<file path="config.mk">
export PLATFORM = sky130hd
export DESIGN_NAME = exec_stage_p
export DESIGN_NICKNAME = d
export VERILOG_FILES = /design/src/rtl/exec_stage_p_pkg.sv /design/src/rtl/exec_flags.sv /design/src/rtl/exec_stage_p.sv
export SDC_FILE = /design/constraint.sdc
export NUM_CORES = 1
export LEC_CHECK = 0
export BUFFER_PORTS_ARGS = -buffer_cell sky130_fd_sc_hd__buf_2
export CAP_MARGIN = 10
export CELL_PAD_IN_SITES_DETAIL_PLACEMENT = 1
export CELL_PAD_IN_SITES_GLOBAL_PLACEMENT = 1
export CORE_MARGIN = 4
export CORE_UTILIZATION = 40
export CTS_CLUSTER_DIAMETER = 100
export DETAILED_ROUTE_END_ITERATION = 7
export PLACE_DENSITY_LB_ADDON = 0.12
export SLEW_MARGIN = 5
export SYNTH_ARGS = -nofsm -noshare
export SYNTH_HDL_FRONTEND = slang
export SYNTH_SLANG_ARGS = --single-unit
</file>
<file path="constraint.sdc">
create_clock -name clk -period 4.7 [get_ports clk]
set_input_delay 0.94 -clock clk [delete_from_list [all_inputs] [get_ports clk]]
set_output_delay 0.94 -clock clk [all_outputs]
set_load 0.05 [all_outputs]
</file>
<file path="src/rtl/exec_stage_p_pkg.sv">
// Shared definitions for the execute stage: opcode encodings, flag bit
// positions and default datapath sizes.
package exec_stage_p_pkg;

    localparam int DW_DEF   = 16;
    localparam int IMMW_DEF = 9;
    localparam int TAGW_DEF = 5;

    // Opcode values carried on in_op; anything not listed is a NOP.
    typedef enum logic [4:0] {
        OP_NOP = 5'd0,
        OP_ADD = 5'd1,
        OP_ADC = 5'd2,
        OP_ADZ = 5'd3,
        OP_ADL = 5'd4,
        OP_NDU = 5'd5,
        OP_NDC = 5'd6,
        OP_NDZ = 5'd7,
        OP_LHI = 5'd8
    } op_e;

    // Bit positions inside the two-bit flag register.
    localparam int FLAG_C = 1;
    localparam int FLAG_Z = 0;

    // True for the opcodes that go through the adder.
    function automatic logic is_add_op(input logic [4:0] op);
        return (op == OP_ADD) || (op == OP_ADC) || (op == OP_ADZ) || (op == OP_ADL);
    endfunction

    // True for the opcodes that go through the NAND unit.
    function automatic logic is_nand_op(input logic [4:0] op);
        return (op == OP_NDU) || (op == OP_NDC) || (op == OP_NDZ);
    endfunction

endpackage

</file>
<file path="src/rtl/exec_flags.sv">
// Architectural carry/zero flag register with a single load enable.
module exec_flags (
    input  logic       clk,
    input  logic       resetn,
    input  logic       ld,
    input  logic [1:0] flags_d,
    output logic [1:0] flags_q
);

    // Flags load only when the stage retires a flag-writing instruction.
    always_ff @(posedge clk or negedge resetn) begin
        if (!resetn) begin
            flags_q <= 2'b00;
        end else if (ld) begin
            flags_q <= flags_d;
        end
    end

endmodule

</file>
<file path="src/rtl/exec_stage_p.sv">
// Single-register execute stage: combinational ALU feeding a valid/ready
// output register, with predicated ops gated by the carry/zero flags.
module exec_stage_p
    import exec_stage_p_pkg::*;
#(
    parameter int DW   = DW_DEF,
    parameter int IMMW = IMMW_DEF,
    parameter int TAGW = TAGW_DEF
) (
    input  logic            clk,
    input  logic            resetn,
    input  logic            flush,
    input  logic            in_valid,
    output logic            in_ready,
    input  logic [4:0]      in_op,
    input  logic [DW-1:0]   in_opa,
    input  logic [DW-1:0]   in_opb,
    input  logic [TAGW-1:0] in_tag,
    output logic            out_valid,
    input  logic            out_ready,
    output logic [DW-1:0]   out_result,
    output logic [DW-1:0]   out_opa,
    output logic [TAGW-1:0] out_tag,
    output logic            out_wr,
    output logic            flag_c,
    output logic            flag_z
);

    logic            out_valid_q, out_valid_d;
    logic [DW-1:0]   out_result_q;
    logic [DW-1:0]   out_opa_q;
    logic [TAGW-1:0] out_tag_q;
    logic            out_wr_q;
    logic            accept;

    logic [DW-1:0]   opb_eff;
    logic [DW:0]     sum;
    logic [DW-1:0]   nand_res;
    logic [DW-1:0]   lhi_res;
    logic            exec_en;
    logic [DW-1:0]   alu_res;
    logic            upd_c, upd_z;

    logic [1:0]      flags_q, flags_d;
    logic            flags_ld;

    assign flag_c = flags_q[FLAG_C];
    assign flag_z = flags_q[FLAG_Z];

    // Handshake: the register frees up when empty or being drained; flush
    // vetoes any accept in the same cycle.
    always_comb begin
        in_ready = !out_valid_q || out_ready;
        accept   = in_valid && in_ready && !flush;
    end

    // ALU datapath and predication; a skipped op produces a zero result and
    // touches no flag.
    always_comb begin
        opb_eff  = (in_op == OP_ADL) ? {in_opb[DW-2:0], 1'b0} : in_opb;
        sum      = {1'b0, in_opa} + {1'b0, opb_eff};
        nand_res = ~(in_opa & in_opb);
        lhi_res  = {in_opb[IMMW-1:0], {(DW-IMMW){1'b0}}};
        exec_en  = 1'b0;
        alu_res  = '0;
        upd_c    = 1'b0;
        upd_z    = 1'b0;
        case (in_op)
            OP_ADD, OP_ADL: exec_en = 1'b1;
            OP_ADC, OP_NDC: exec_en = flag_c;
            OP_ADZ, OP_NDZ: exec_en = flag_z;
            OP_NDU, OP_LHI: exec_en = 1'b1;
            default:        exec_en = 1'b0;
        endcase
        if (exec_en) begin
            if (is_add_op(in_op)) begin
                alu_res = sum[DW-1:0];
                upd_c   = 1'b1;
                upd_z   = 1'b1;
            end else if (is_nand_op(in_op)) begin
                alu_res = nand_res;
                upd_z   = 1'b1;
            end else begin
                alu_res = lhi_res;
            end
        end
    end

    // Next flag values; each flag keeps its old value unless its op class writes it.
    always_comb begin
        flags_d         = flags_q;
        if (upd_c) flags_d[FLAG_C] = sum[DW];
        if (upd_z) flags_d[FLAG_Z] = (alu_res == '0);
        flags_ld        = accept && (upd_c || upd_z);
    end

    exec_flags u_flags (
        .clk     (clk),
        .resetn  (resetn),
        .ld      (flags_ld),
        .flags_d (flags_d),
        .flags_q (flags_q)
    );

    // Output-valid next state: flush wins, then accept, then drain.
    always_comb begin
        out_valid_d = out_valid_q;
        if (flush) begin
            out_valid_d = 1'b0;
        end else if (accept) begin
            out_valid_d = 1'b1;
        end else if (out_ready) begin
            out_valid_d = 1'b0;
        end
    end

    // Output-valid register; reset discards any instruction held in the stage.
    always_ff @(posedge clk or negedge resetn) begin
        if (!resetn) begin
            out_valid_q <= 1'b0;
        end else begin
            out_valid_q <= out_valid_d;
        end
    end

    // Output payload registers capture only on accept and hold otherwise.
    always_ff @(posedge clk or negedge resetn) begin
        if (!resetn) begin
            out_result_q <= '0;
            out_opa_q    <= '0;
            out_tag_q    <= '0;
            out_wr_q     <= 1'b0;
        end else if (accept) begin
            out_result_q <= alu_res;
            out_opa_q    <= in_opa;
            out_tag_q    <= in_tag;
            out_wr_q     <= exec_en;
        end
    end

    assign out_valid  = out_valid_q;
    assign out_result = out_result_q;
    assign out_opa    = out_opa_q;
    assign out_tag    = out_tag_q;
    assign out_wr     = out_wr_q;

endmodule

</file>
======== After elaboration in Yosys (flattened, before gate mapping) ========
Index checks and enable logic that the tools add are counted.
storage, ports and cells
  flip-flop bits (word level) ............. 41
  latch bits .............................. 0
  RAM bits ................................ 0
  ROM bits ................................ 0
  input port bits ......................... 47
  word-level logic and storage cells ...... 50
  memories ................................ 0
cells by class
  add/sub/neg operators ................... 1
  multipliers ............................. 0
  div/mod/pow operators ................... 0
  order comparisons ....................... 0
  equality and inequality tests ........... 8
  shifts and indexed selects .............. 0
  mux-type cells .......................... 13
  bitwise gates (word level) .............. 2
  reductions and logical operators ........ 19
operators by type and width
  cell                                                                    count
  16-bit 2-to-1 mux                                                       4
  5-bit by 3-bit equality test with 1-bit output (second input constant)  4
  16-bit by 16-bit adder with 17-bit output                               1
  16-bit bitwise AND                                                      1
  16-bit zero test                                                        1
  16-bit inverter                                                         1
  5-bit by 2-bit equality test with 1-bit output (second input constant)  2
  1-bit 2-to-1 mux                                                        8
  1-bit logical OR                                                        7
  5-bit by 1-bit equality test with 1-bit output (second input constant)  1
  5-bit by 4-bit equality test with 1-bit output (second input constant)  1
  2-bit AND reduction                                                     2
  2-bit OR reduction                                                      2
  4-bit OR reduction                                                      1
  1-bit logical AND                                                       3
  1-bit one-hot mux with 3 select lines                                   1
  3-bit nonzero test                                                      1
  1-bit zero test                                                         2

======== Depth between registers and ports, before layout ========
Gate-level depths: netlist (run 1).
  depth in word-level cells ............... 9
  depth in mapped cells ................... 14

======== By module ========
Synthesis (run 1) repeated with hierarchy kept, for this count alone.
unflattened totals
  cell total of the unflattened synthesis .. 319
  area total of the unflattened synthesis .. 3042.9 sq um
by module, submodules not included
  module        instances  cells an instance  area an instance (sq um)  seq. area each (sq um)
  exec_stage_p  1          315                2970.3                    975.9
  exec_flags    1          4                  72.6                      50.0

======== Least setup slack after synthesis (run 1) ========
OpenSTA, ideal clock, no wires.
  path type ............................... input to register
  start ................................... in in_op[3]
  end ..................................... reg u_flags.flags_q[0]
  library setup time ...................... 66 ps
  data arrival time ....................... 3921 ps
  path slack .............................. 713 ps
  stages on the path ...................... 13
  path buffers ............................ 1
  path through ............................ nor2_2 nand3_1 clkbuf_1 mux2_2 ha_1 and3_1 a2111oi_0 nor3_1 o31ai_1 o2111ai_1 nor4_1 nand4_1 nand2_1
on the way
  longest elaborated chain between the ends .. 9
ends and longest elaborated chain
  what                                                                                               RTL line            RTL
  from (decl)                                                                                        exec_stage_p.sv:15  input logic [4:0] in_op,
  parallel branches: the longest is 9 deep, another holds 16-bit by 16-bit adder with 17-bit output  -
  to (signal assigned)                                                                               exec_flags.sv:15    flags_q <= flags_d;
  to (decl)                                                                                          exec_flags.sv:7     output logic [1:0] flags_q
Parallel ways; which one is timed is not known.
A chain may end at the register's enable or synchronous reset.

======== Final worst setup path (run 1) ========
  start ................................... in in_op[1]
  end ..................................... reg u_flags.flags_q[0]
The elaborated chain is that of the path after synthesis.

==> results.json, run 1 <==
{
  "fp.dieH_um": 95.8,
  "synth_seq_cells": 41,
  "grtUsageTotal_pct": 22.9,
  "cts-root-buf": "clkbuf_8",
  "dr.first_iter.drc_count": 167,
  "first_pass_iters": 4,
  "crit_path_end_kind": "register",
  "crit_fanout": 8,
  "initial_core_util_pct": 41.9,
  "async_flop_share_pct": 100,
  "netlist.top_cell.by_area": "dfrtp_1",
  "drv_slew": 0,
  "crit_arrival_ns": 4.48,
  "grt_max_degree": 42,
  "cts_setup_buffers": 0,
  "netlist_area_um2": 3090,
  "path_buf_inv": 1,
  "p_total_uw": 1150,
  "min_period_ns": 4.24,
  "fmax_mhz": 236,
  "cts.htree.levels": 2,
  "clkLatencyLatePin_ns": 0.30,
  "cts_buffer_depth": 2,
  "antenna_found_initial": 0,
  "r2r_cells": 5,
  "hold_start": "out_opa[9]$_DFFE_PN0P_",
  "crit_cells": 13,
  "die-area_um2": 9190,
  "cts_made_buffers": 5,
  "postLayoutCellArea_um2": 3750,
  "wl_per_cell_um": 18.2,
  "drive_gt1_share_pct": 27.6,
  "drt_wl_total_um": 10200,
  "cp-endpoint": "u_flags.flags_q[0]$_DFFE_PN0P_",
  "synth_flop_cell": "dfrtp_1",
  "drtAntennaViolNets": 0,
  "pin_count": 89,
  "tritoncts": "done",
  "power.leakage_uw": 0.00190,
  "globalplace.congestion": 0.862,
  "tightest_slew_ns": 0.951,
  "cpPeakStageDelay_ns": 0.65,
  "syn-mean-instance-area_um2": 8.19,
  "syn_to_final_growth_pct": 21.4,
  "hold_class": "register to register",
  "synth_edf_count": 0,
  "r2r-end": "out_result[0]$_DFFE_PN0P_",
  "post_dp_cell_area_um2": 3630,
  "vias_per_cell": 5.64,
  "final_common_cell": "nand2_1",
  "ys_top_cells_by_area": "dfrtp_1, nand2_1, ha_1",
  "rsz0062_at_grt": "no",
  "yosysTopAreaCellShare_pct": 33.2,
  "crit_chain": "buf_2 -> nor2_1 -> nand3_1 -> mux2_2 -> ha_1 -> and3_1 -> a2111oi_0 -> nor3_1 -> o31ai_1 -> o2111ai_1 -> nor4_1 -> nand4_1 -> nand2_1",
  "grt_pass1_vias": 3179,
  "grt-ovfl-total": 0,
  "skew_ns": 0.00334,
  "cp_slowest_cell": "a2111oi_0",
  "netlist_instances": 377,
  "num_vias": 3177,
  "finalSetupViolCount": 0,
  "seq_area_um2": 1030,
  "num_rows": 31,
  "cts.clk_slew.worst_paths_ns": 0.09,
  "die_w_um": 95.8,
  "cap_viol_max_count": 0,
  "drcViolationCount": 0,
  "n_antenna_cell": 0,
  "slew_headroom_pct": 36.4,
  "layout.nets": 531,
  "critPathLaunchType": "primary input",
  "grt_pass1_wl_um": 16400,
  "synth_seq_area_share_pct": 33.2,
  "numClockSinks": 41,
  "final_core_util_pct": 50.8,
  "core_area_um2": 7370,
  "finalHoldViolCount": 0,
  "cp_data_required_time_ns": 4.94,
  "syn-num-nets": 445,
  "multi_input_area_um2": 1980,
  "crit_start": "in_op[1]",
  "path_class": "primary input to register",
  "critical-path-top-delay-family": "compound AO/OA/AOI/OAI gates",
  "fin_tns_setup_ns": 0,
  "ff2ff_setup_slack_ns": 2.58,
  "io_buffers": 88,
  "n_fill_cell": 965,
  "peakVddDrop_v": 0.000112,
  "r2r-start": "out_valid$_DFFE_PN0P_",
  "status": "finished, final reports clean",
  "cts_hold_buf": 0,
  "final_cell_mix": "nand2_1, buf_2, dfrtp_1",
  "power_density_nw_per_um2": 307,
  "dp_hpwl_um": 8040,
  "yosysUniqueCellTypes": 59,
  "yosysWarnings": 0,
  "cts_resized": 0,
  "finalCritPeriodShare_pct": 90.2
}
[state kept, by name, summed over array words and instances, names as in the netlist]
register / flops
out_opa: 16
out_result: 16
out_tag: 5
out_valid: 1
out_wr: 1
u_flags.flags_q: 2
[worst register-to-register path, stage by stage (launching register included)]
cell	delay, ns
dfrtp_1	0.37
nor2b_1	0.16
inv_1	0.08
nand3b_1	0.65
buf_4	0.51
o31ai_1	0.27
[power breakdown]
group | leakage (µW) | internal (µW) | switching (µW)
sequential | 0.000533 | 389 | 18.3
clock | 0.0000574 | 173 | 133
combinational | 0.00131 | 127 | 310
[layer usage]
metal | wire length (µm) | GRT usage (%)
met1 | 4990 | 33.8
met2 | 4540 | 36.0
met3 | 574 | 2.50
met4 | 129 | 5.09
met5 | 0 | 0
[logic make-up (layout without fill, tap and decap cells)]
group                      count (synthesis)  count (layout)  share of synthesized area (%)
AOI/OAI and AO/OA                         92              92                           20.6
xor gates and xnor gates                   5               5                           1.42
adders and majority gates                 21              21                           8.76
and+or+nand+nor                          181             181                           26.3
muxes                                     19              19                           6.85
buffers and inverters                     18             105                           2.76
DFF                                       41              41                           33.2
[synthesized netlist by cell type, drive strengths merged, types with 3 or more instances]
library cell and count:
nor2 17, a21boi 3, nand3 11, xor2 3
nand2 113, nand3b 3, buf 5, o2111ai 7
o31ai 5, o211ai 7, mux2 17, a21o 8
and2 4, o21ai 13, o21bai 3, ha 20
dfrtp 41, nor3 6, and3 5, a21oi 19
clkbuf 10, nand4 4, inv 3, a31oi 9
or3 4
[worst min path at each step]
| stage | to | slack, ns | cells after the start |
|---|---|---|---|
| after detailed placement | out_opa[13]$_DFFE_PN0P_ | 0.46 | 2 |
| after floorplan | out_opa[0]$_DFFE_PN0P_ | 0.64 | 0 |
| after global placement | out_opa[1]$_DFFE_PN0P_ | 0.45 | 2 |
| after CTS | out_opa[3]$_DFFE_PN0P_ | 0.48 | 2 |
| after global routing | out_opa[13]$_DFFE_PN0P_ | 0.49 | 2 |
| final | out_opa[9]$_DFFE_PN0P_ | 0.47 | 2 |
[per-stage QoR]
step	setup WS, ns	hold WS, ns	std cells
3_5_place_dp	0.250	0.458	555
4_1_cts	0.545	0.479	563
6_report	0.459	0.473	563
3_3_place_gp	0.358	0.452	555
2_1_floorplan	0.713	0.644	377
5_1_grt	0.102	0.493	563
[area by class of cell]
class | instances | area share [%]
clock inverter | 2 | 1.00
timing repair buffer | 94 | 13.0
tap | 99 | 3.31
sequential | 41 | 27.4
inverter | 3 | 0.301
clock buffer | 6 | 2.20
multi-input combinational | 318 | 52.9
Power figures use the tool's default switching activity.
==> inputs of run 2 (changes only) <==
Settings changed: MAX_ROUTING_LAYER set to met4, PLACE_DENSITY_LB_ADDON 0.12 to 0.2.
==> run 2 against run 1 <==
Compared with the run above: register-to-register slack worse by 0.03 ns; sequential share of layout area did not move; worst hold slack worse by 0.0016 ns; sequential power about the same; clock power hardly changed.
==> results.json, run 2 (synthesized netlist as in run 1, its figures left out) <==
{
  "crit_path_end_kind": "register",
  "finalCritPeriodShare_pct": 88.1,
  "critPathLaunchType": "primary input",
  "crit_chain": "buf_2 -> nor2_1 -> nand3_1 -> mux2_2 -> ha_1 -> and3_1 -> a2111oi_0 -> nor3_1 -> o31ai_1 -> o2111ai_1 -> nor4_1 -> nand4_1 -> nand2_1",
  "drive_gt1_share_pct": 27.6,
  "cpPeakStageDelay_ns": 0.65,
  "core_area_um2": 7370,
  "numClockSinks": 41,
  "cts.clk_slew.worst_paths_ns": 0.08,
  "initial_core_util_pct": 41.9,
  "grt_max_degree": 42,
  "grt_pass1_wl_um": 16900,
  "cts-root-buf": "clkbuf_8",
  "final_common_cell": "nand2_1",
  "syn_to_final_growth_pct": 21.4,
  "cts_buffer_depth": 2,
  "timing.hold.ws_ns": 0.472,
  "cap_viol_max_count": 0,
  "drcViolationCount": 0,
  "fmax_mhz": 242,
  "rsz0062_at_grt": "no",
  "finalSetupViolCount": 0,
  "globalplace.congestion": 0.916,
  "num_vias": 3247,
  "cts_setup_buffers": 0,
  "dr.first_iter.drc_count": 156,
  "pin_count": 89,
  "finalHoldViolCount": 0,
  "num_rows": 31,
  "vias_per_cell": 5.77,
  "status": "finished, final reports clean",
  "tritoncts": "done",
  "crit_fanout": 8,
  "layout.nets": 531,
  "cts_made_buffers": 5,
  "tightest_slew_ns": 0.958,
  "grt_pass1_vias": 3265,
  "preCtsSetupSlack_ns": 0.356,
  "power.leakage_uw": 0.00190,
  "cp_slowest_cell": "a2111oi_0",
  "die-area_um2": 9190,
  "drt_wl_total_um": 10600,
  "clkLatencyLatePin_ns": 0.30,
  "wl_per_cell_um": 18.9,
  "first_pass_iters": 4,
  "final_cell_mix": "nand2_1, buf_2, dfrtp_1",
  "min_period_ns": 4.14,
  "place_inst": 555,
  "cts.htree.levels": 2,
  "dp_hpwl_um": 8340,
  "crit_arrival_ns": 4.38,
  "final_cells": 563,
  "fp.dieH_um": 95.8,
  "hold_class": "register to register",
  "io_buffers": 88,
  "antenna_found_initial": 0,
  "path_class": "primary input to register",
  "skew_ns": 0.00466,
  "cts_resized": 0,
  "die_w_um": 95.8,
  "n_antenna_cell": 0,
  "slew_headroom_pct": 36.2,
  "power_density_nw_per_um2": 309,
  "fin_tns_setup_ns": 0,
  "peakVddDrop_v": 0.000124,
  "drv_slew": 0,
  "grt-ovfl-total": 0,
  "cts_hold_buf": 0,
  "worst_slack_ns": 0.560,
  "cp_data_required_time_ns": 4.94,
  "final_core_util_pct": 50.8,
  "drtAntennaViolNets": 0,
  "grtUsageTotal_pct": 24.4
}
[run 2: path summary, 6_finish.rpt]
kind	from	to	slack, ns	depth (start not counted)
max in group asynchronous	resetn	out_opa[13]$_DFFE_PN0P_	3.32	1
worst min-delay path	out_opa[14]$_DFFE_PN0P_	out_opa[14]$_DFFE_PN0P_	0.47	2
worst max register to register	u_flags.flags_q[1]$_DFFE_PN0P_	u_flags.flags_q[0]$_DFFE_PN0P_	2.55	9
worst max-delay path	in_op[0]	u_flags.flags_q[0]$_DFFE_PN0P_	0.56	13
min in group asynchronous	resetn	out_tag[2]$_DFFE_PN0P_	0.79	1
worst min register to register	out_opa[14]$_DFFE_PN0P_	out_opa[14]$_DFFE_PN0P_	0.47	2
[run 2: metal layers]
layer / track usage, % / vias to the layer above / wire (µm)
li1: - / 1530 / -
met1: 34.4 / 1594 / 4970
met2: 38.1 / 112 / 4870
met3: 2.35 / 11 / 642
met4: 5.45 / 0 / 129
met5: - / - / 0
[run 2: worst max-delay path: cells and delay by family]
family                   cells  cell delay [ns]
AND/OR/NAND/NOR              7             1.33
AO/OA/AOI/OAI                3             1.21
multiplexers                 1             0.40
adder cells (fa/ha/maj)      1             0.35
buffers and inverters        1             0.14
[run 2: area by class of cell]
cell class                      count  area, µm²
Clock buffer                        6       82.6
Clock inverter                      2       37.5
Fill cell                         931       3620
Inverter                            3       11.3
Multi-Input combinational cell    318       1980
Sequential cell                    41       1030
Tap cell                           99        124
Timing Repair Buffer               94        485
[run 2: stage by stage]
stage               total power (µW)  instance area, µm²
floorplan                        717                3090
global placement                 845                3630
detailed placement               855                3630
CTS                             1160                3750
global route                    1220                3750
finish                          1160                3750
[run 2: where the power goes]
group / internal, µW / switching (µW) / total, µW
Clock: 173 / 134 / 307
Combinational: 127 / 314 / 441
Sequential: 389 / 19.9 / 409
Total: 689 / 468 / 1160
==> inputs of run 3 (changes only) <==
Settings changed: GPL_ROUTABILITY_DRIVEN set to 0, PLACE_DENSITY_LB_ADDON 0.2 to 0.08.
==> run 3 against run 2 <==
Compared with the run above: sequential power about the same; first-iteration DRC count down 0.64%; global-route usage about the same; wire length down 2.2%; worst hold slack better by 0.0043 ns; count of clock-buffer cells in the layout down 1; utilization about the same; die area unchanged; register-to-register slack better by 0.04 ns; flip-flop and latch count unchanged; critical path depth up 2; non-clock buffer count up 2; highest routed layer unchanged.
==> results.json, run 3 (synthesized netlist as in run 1, its figures left out) <==
{
  "clkLatencyLatePin_ns": 0.31,
  "syn_to_final_growth_pct": 21.4,
  "dp_hpwl_um": 8180,
  "cts-root-buf": "clkbuf_8",
  "fmax_mhz": 249,
  "postLayoutCellArea_um2": 3750,
  "num_rows": 31,
  "dr.first_iter.drc_count": 155,
  "vias_per_cell": 5.65,
  "cts_made_buffers": 5,
  "cts_resized": 0,
  "finalSetupViolCount": 0,
  "grtUsageTotal_pct": 24.4,
  "layout.nets": 533,
  "skew_ns": 0.00844,
  "n_antenna_cell": 0,
  "cts_setup_buffers": 0,
  "grt_pass1_wl_um": 16900,
  "min_period_ns": 4.01,
  "fin_tns_setup_ns": 0,
  "power_density_nw_per_um2": 304,
  "io_buffers": 88,
  "die_w_um": 95.8,
  "p_total_uw": 1140,
  "cp_slowest_cell": "a211oi_1",
  "drt_wl_total_um": 10400,
  "hold_class": "register to register",
  "grt_max_degree": 42,
  "drcViolationCount": 0,
  "cts_hold_buf": 0,
  "grt-ovfl-total": 0,
  "crit_arrival_ns": 4.26,
  "drive_gt1_share_pct": 27.7,
  "timing.hold.ws_ns": 0.476,
  "numClockSinks": 41,
  "die-area_um2": 9190,
  "num_vias": 3187,
  "grt_pass1_vias": 3235,
  "wl_per_cell_um": 18.4,
  "crit_path_end_kind": "register",
  "cts_buffer_depth": 2,
  "status": "finished, final reports clean",
  "crit_chain": "buf_2 -> nor2_1 -> nand3_1 -> buf_4 -> mux2_2 -> ha_1 -> nand3_1 -> a211oi_1 -> o41ai_1 -> buf_4 -> o21a_1 -> o211ai_1 -> a21boi_0 -> nand4_1 -> nand2_1",
  "power.leakage_uw": 0.00191,
  "initial_core_util_pct": 41.9,
  "post_dp_cell_area_um2": 3640,
  "core_area_um2": 7370,
  "drv_slew": 0,
  "tritoncts": "done",
  "cp_data_required_time_ns": 4.95,
  "drtAntennaViolNets": 0,
  "cts.htree.levels": 2,
  "crit_fanout": 10,
  "slew_headroom_pct": 37.0,
  "first_pass_iters": 4,
  "critPathLaunchType": "primary input",
  "critical-path-top-delay-family": "compound AO/OA/AOI/OAI gates",
  "path_class": "primary input to register",
  "cpPeakStageDelay_ns": 0.42,
  "peakVddDrop_v": 0.000132,
  "final_cell_mix": "nand2_1, buf_2, dfrtp_1",
  "place_inst": 557,
  "final_cells": 564,
  "final_common_cell": "nand2_1",
  "rsz0062_at_grt": "no",
  "finalHoldViolCount": 0,
  "cts.clk_slew.worst_paths_ns": 0.08,
  "fp.dieH_um": 95.8,
  "path_buf_inv": 3,
  "cap_viol_max_count": 0,
  "tightest_slew_ns": 0.945,
  "pin_count": 89,
  "antenna_found_initial": 0,
  "finalCritPeriodShare_pct": 85.4
}
run 3: cell count changes in the layout (fill, tap and decap cells not counted):
cell	previous run	this run
buf_4	6	8
clkbuf_8	6	5
clkinv_2	0	1
clkinvlp_4	1	0
run 3: worst min-delay path, stage by stage, from the launching register on:
cell and delay (ns):
dfrtp_1 0.34, nand2_1 0.05, nand2_1 0.05
run 3: report_power, final:
| group | internal [µW] | leakage, µW | switching [µW] | total [µW] |
|---|---|---|---|---|
| logic | 129 | 0.00132 | 311 | 441 |
| clock network | 155 | 0.0000540 | 135 | 290 |
| registers | 389 | 0.000533 | 19.8 | 409 |
| total | 673 | 0.00191 | 466 | 1140 |
run 3: final timing paths:
kind	start	to	slack [ns]	cells past startpoint
max	in_op[1]	u_flags.flags_q[0]$_DFFE_PN0P_	0.69	15
min	out_opa[6]$_DFFE_PN0P_	out_opa[6]$_DFFE_PN0P_	0.48	2
max reg2reg	u_flags.flags_q[1]$_DFFE_PN0P_	u_flags.flags_q[0]$_DFFE_PN0P_	2.59	9
min reg2reg	out_opa[6]$_DFFE_PN0P_	out_opa[6]$_DFFE_PN0P_	0.48	2
max in group asynchronous	resetn	out_tag[4]$_DFFE_PN0P_	3.33	1
min in group asynchronous	resetn	out_tag[2]$_DFFE_PN0P_	0.77	1
run 3: final cells by class:
class                           count  area, µm²
Sequential cell                    41       1030
Multi-Input combinational cell    318       1980
Timing Repair Buffer               96        500
Tap cell                           99        124
Clock buffer                        5       68.8
Clock inverter                      2       35.0
Fill cell                         944       3620
Inverter                            3       11.3
run 3: per-stage QoR:
stage | setup WS, ns | util [%]
3_5_place_dp | 0.418 | 49.4
2_1_floorplan | 0.713 | -
6_report | 0.686 | 50.8
3_3_place_gp | 0.447 | 49.4
4_1_cts | 0.719 | 50.8
5_1_grt | 0.304 | 50.8
run 3: layer usage:
layer	wire length, µm	vias to the layer above	global-route usage, %
met4	83	0	5.45
met5	0	-	-
li1	-	1534	-
met1	5070	1549	34.4
met3	496	8	3.05
met2	4730	96	37.7
